**src/rtl/instruction_fetch.sv**
```systemverilog
// ============================================================================
// instruction_fetch : program counter, instruction-memory req/ack fetch, held
//                     instruction register for the decoder, stall and redirect
// Revision: 1.0
// ============================================================================
`default_nettype none

module instruction_fetch #(
  parameter int ADDR_W = 16,
  parameter logic [ADDR_W-1:0] RESET_PC = '0
) (
  input  logic              clk,
  input  logic              reset,
  output logic              mem_req,
  output logic [ADDR_W-1:0] mem_addr,
  input  logic              mem_ack,
  input  logic [15:0]       mem_rdata,
  input  logic              stall,
  input  logic              redirect,
  input  logic [ADDR_W-1:0] redirect_pc,
  output logic [15:0]       inst,
  output logic              s,
  output logic              inst_valid,
  output logic [ADDR_W-1:0] inst_pc,
  output logic [ADDR_W-1:0] pc_next
);

  typedef enum logic [0:0] {
    FETCH = 1'b0,
    HOLD  = 1'b1
  } state_t;

  localparam logic [ADDR_W-1:0] PC_STEP = 1;

  state_t            state;
  logic [ADDR_W-1:0] pc;
  logic [3:0]        opcode;

  // mem_req is a separate register so it can stay low for the cycle after
  // reset even though the state is already FETCH; stale acks then fall away.
  always_ff @(posedge clk) begin
    if (!reset) begin
      state      <= FETCH;
      pc         <= RESET_PC;
      mem_req    <= 1'b0;
      inst       <= 16'h0000;
      inst_pc    <= '0;
      inst_valid <= 1'b0;
    end else if (redirect) begin
      state      <= FETCH;
      pc         <= redirect_pc;
      mem_req    <= 1'b1;
      inst_valid <= 1'b0;
    end else begin
      case (state)
        FETCH: begin
          if (mem_req && mem_ack) begin
            inst       <= mem_rdata;
            inst_pc    <= pc;
            pc         <= pc + PC_STEP;
            inst_valid <= 1'b1;
            mem_req    <= 1'b0;
            state      <= HOLD;
          end else begin
            mem_req <= 1'b1;
          end
        end
        HOLD: begin
          if (!stall) begin
            inst_valid <= 1'b0;
            mem_req    <= 1'b1;
            state      <= FETCH;
          end
        end
        default: begin
          state   <= FETCH;
          mem_req <= 1'b0;
        end
      endcase
    end
  end

  assign mem_addr = pc;
  assign pc_next  = pc;
  assign opcode   = inst[15:12];

  // Register-form opcodes (ALU reg-reg and load/store/jump reg) carry no immediate.
  assign s = inst_valid && !((opcode == 4'b0000) || (opcode == 4'b0100));

endmodule

`default_nettype wire

```
**config.mk**
```make
export PLATFORM = sky130hd
export DESIGN_NAME = instruction_fetch
export DESIGN_NICKNAME = d
export VERILOG_FILES = /design/src/rtl/instruction_fetch.sv
export SDC_FILE = /design/constraint.sdc
export NUM_CORES = 1
export LEC_CHECK = 0
export ABC_CLOCK_PERIOD_IN_PS = 1800
export CELL_PAD_IN_SITES_DETAIL_PLACEMENT = 1
export CELL_PAD_IN_SITES_GLOBAL_PLACEMENT = 2
export CORE_ASPECT_RATIO = 1.75
export CORE_MARGIN = 4
export CORE_UTILIZATION = 20
export DETAILED_ROUTE_END_ITERATION = 16
export PLACE_DENSITY_LB_ADDON = 0.1
export SYNTH_ARGS = -nofsm -noshare
export SYNTH_HDL_FRONTEND = slang
export SYNTH_SLANG_ARGS = --single-unit
```
**constraint.sdc**
```tcl
create_clock -name clk -period 1.8 [get_ports clk]
set_input_delay 0.27 -clock clk [delete_from_list [all_inputs] [get_ports clk]]
set_output_delay 0.27 -clock clk [all_outputs]
set_load 0.02 [all_outputs]
```
==> flow_summary.json <==
{
  "status": "finished, final reports clean",
  "p_total_uw": 2710,
  "period_minus_slack_ns": 1.72,
  "critical_path.max_fanout": 6,
  "synthArstFlopShare": 0,
  "crit_path_end_kind": "output pin",
  "n_antenna_cell": 0,
  "syn_area_per_cell_um2": 8.34,
  "syn_nets": 316,
  "skew_ns": 0.00299,
  "hold_violations": 0,
  "routed_wl_um": 8270,
  "relSlewSlack": 0.737,
  "rsz0062_at_grt": "false",
  "cts_tree": "done",
  "synth_compound_area_frac": 0.181,
  "worstMarginPinSlew_ns": 0.390,
  "synth_edf_count": 0,
  "yosysMostFrequentCell": "nand2_1",
  "dr.pass1.iters": 4,
  "initial_core_util": 0.206,
  "cts-buffers-inserted": 5,
  "grt_pass1_wl_um": 13600,
  "num_vias": 2289,
  "globalplace.congestion": 0.712,
  "core_mm2": 0.0112,
  "worstPathRequired_ns": 1.53,
  "yosys.area_share.simple": 0.229,
  "dp_hpwl_um": 6180,
  "rows": 51,
  "clock-root-buffer": "clkbuf_16",
  "gr-usage-all-layers": 0.131,
  "synth_fa_ha_area_frac": 0.00540,
  "antenna_left": 0,
  "io_pins": 104,
  "ir_drop_v": 0.000341,
  "finalCritPeriodShare": 0.958,
  "grt_pass1_vias": 2530,
  "start_kind": "register",
  "fmax_ghz": 0.580,
  "ys_top_cells_by_count": "nand2_1, dfxtp_1, a21boi_0",
  "avgViaCountPerCell": 4.46,
  "drv_cap": 0,
  "cts.sinks": 51,
  "clk_latency_ns": 0.29,
  "antenna_found_initial": 0,
  "area_growth_pct": 58.3,
  "synthXorXnorAreaFrac": 0.0378,
  "powerDensity_mw_per_mm2": 738,
  "leakage_uw": 0.00128,
  "ys_seq_area_frac": 0.440,
  "drv_slew": 0,
  "yosysWarnings": 0,
  "synthMuxAreaShare": 0.0140,
  "grt.overflow.total": 0,
  "syn_area_mm2": 0.00232,
  "synth_ff_type": "dfxtp_1",
  "critPathKind": "reg -> out",
  "drc": 0,
  "cts_htree_levels": 2,
  "clkTransAtPathRegs_ns": 0.07,
  "grt_max_degree": 53,
  "final_util": 0.327,
  "synth_top_cell_by_area": "dfxtp_1",
  "clk_path_buf_depth": 2,
  "finalSetupViolations": 0,
  "synth_top_family_by_area": "simple AND/OR/NAND/NOR gates",
  "die_w_um": 89.4,
  "cts_setup_buffers": 0,
  "synth_cell_types": 37,
  "drive_above_1_share": 0.105,
  "critical_path_arrival_ns": 1.45,
  "hp-class": "reg -> reg",
  "yosysTopAreaCellShare": 0.440,
  "die_area_mm2": 0.0134,
  "ys_ff_latch": 51,
  "portBuffers": 103,
  "synth_cells": 278,
  "drt_iter0_markers": 69,
  "synthTopCellsByArea": "dfxtp_1, nand2_1, a21boi_0, buf_4, xnor2_1",
  "wire_per_inst_um": 16.1,
  "nNetsFinal": 418,
  "die_h_um": 150
}
## what timing repair did
item | CTS | global route
endpoints found under the setup margin | 1 | 4
gates resized for setup | 1 | 2
cloned | 0 | 0
endpoints found under the hold margin | 0 | 0
hold buffers | 0 | 0
## sequential cells by signal, summed over array words and instances (netlist names)
signal      count
mem_req         1
inst_valid      1
inst           16
state           1
mem_addr       16
inst_pc        16
## per-layer routing
layer / GRT usage / up-vias / routed length (um) / share of wire
met2: 0.247 / 70 / 4500 / 0.54
li1: - / 1122 / - / -
met1: 0.148 / 1091 / 3220 / 0.39
met5: 0 / - / 0 / 0
met3: 0.0246 / 6 / 459 / 0.055
met4: 0.0313 / 0 / 95 / 0.011
## final cells by class
class / count / area (um^2)
clock buffers: 7 / 133
fillers: 1339 / 7560
flip-flops and latches: 51 / 1030
inverters: 7 / 26.3
repair buffers: 127 / 1230
multi-input cells: 188 / 1080
well taps: 132 / 165
clock inverters: 1 / 5.00
## report_power, final
part / total, uW / switching [uW] / internal [uW]
Sequential: 1220 / 43.3 / 1180
Clock: 947 / 431 / 516
Combinational: 541 / 262 / 280
Total: 2710 / 736 / 1970
## cell usage in the layout (no fill, tap or decap), types with 2 or more instances in the layout
cell type,n
buf_4,22
nor4_1,4
mux2_2,2
o21ai_0,13
dfxtp_1,47
a21boi_0,26
nor3_1,3
inv_1,6
a21oi_1,9
buf_12,2
o211a_1,2
nor2_1,6
nand3_1,7
clkdlybuf4s50_1,101
or4_1,2
nand2_1,74
clkbuf_1,2
nor3b_1,3
a21boi_1,7
dfxtp_2,4
clkbuf_16,5
a211oi_1,3
nand4_1,3
xnor2_1,9
## through the flow
step | area [um^2] | hold slack (ns) | worst slack (ns) | setup TNS, ns | std cells
detailed placement | 3530 | 0.454 | -0.161 | -3.10 | 505
CTS | 3670 | 0.464 | 0.0380 | 0 | 513
global route | 3670 | 0.490 | 0.000147 | 0 | 513
floorplan | 2320 | 0.405 | 0.0570 | 0 | 278
global placement | 3530 | 0.440 | -0.132 | -2.52 | 505
finish | 3670 | 0.460 | 0.0759 | 0 | 513
## final timing paths
| kind | start | to | slack [ns] | depth (start not counted) |
|---|---|---|---|---|
| worst max-delay path | mem_addr[2] | mem_addr[2] | 0.08 | 2 |
| worst min-delay path | inst_pc[15] | inst_pc[15] | 0.46 | 2 |
| worst max register to register | mem_addr[0] | mem_addr[14] | 0.18 | 5 |
| worst min register to register | inst_pc[15] | inst_pc[15] | 0.46 | 2 |
## kinds of logic after synthesis
kind of cell / Yosys count
fa+ha+maj: 1
flops: 51
xor+xnor: 10
compound gates: 62
mux: 3
simple gates: 112
buf+inv: 39
## worst max-delay path, stage by stage (launching register included)
cell and delay, ns:
dfxtp_1 0.38, buf_4 0.17, clkdlybuf4s50_1 0.61
Note: power is estimated with default switching activity, not from simulation.
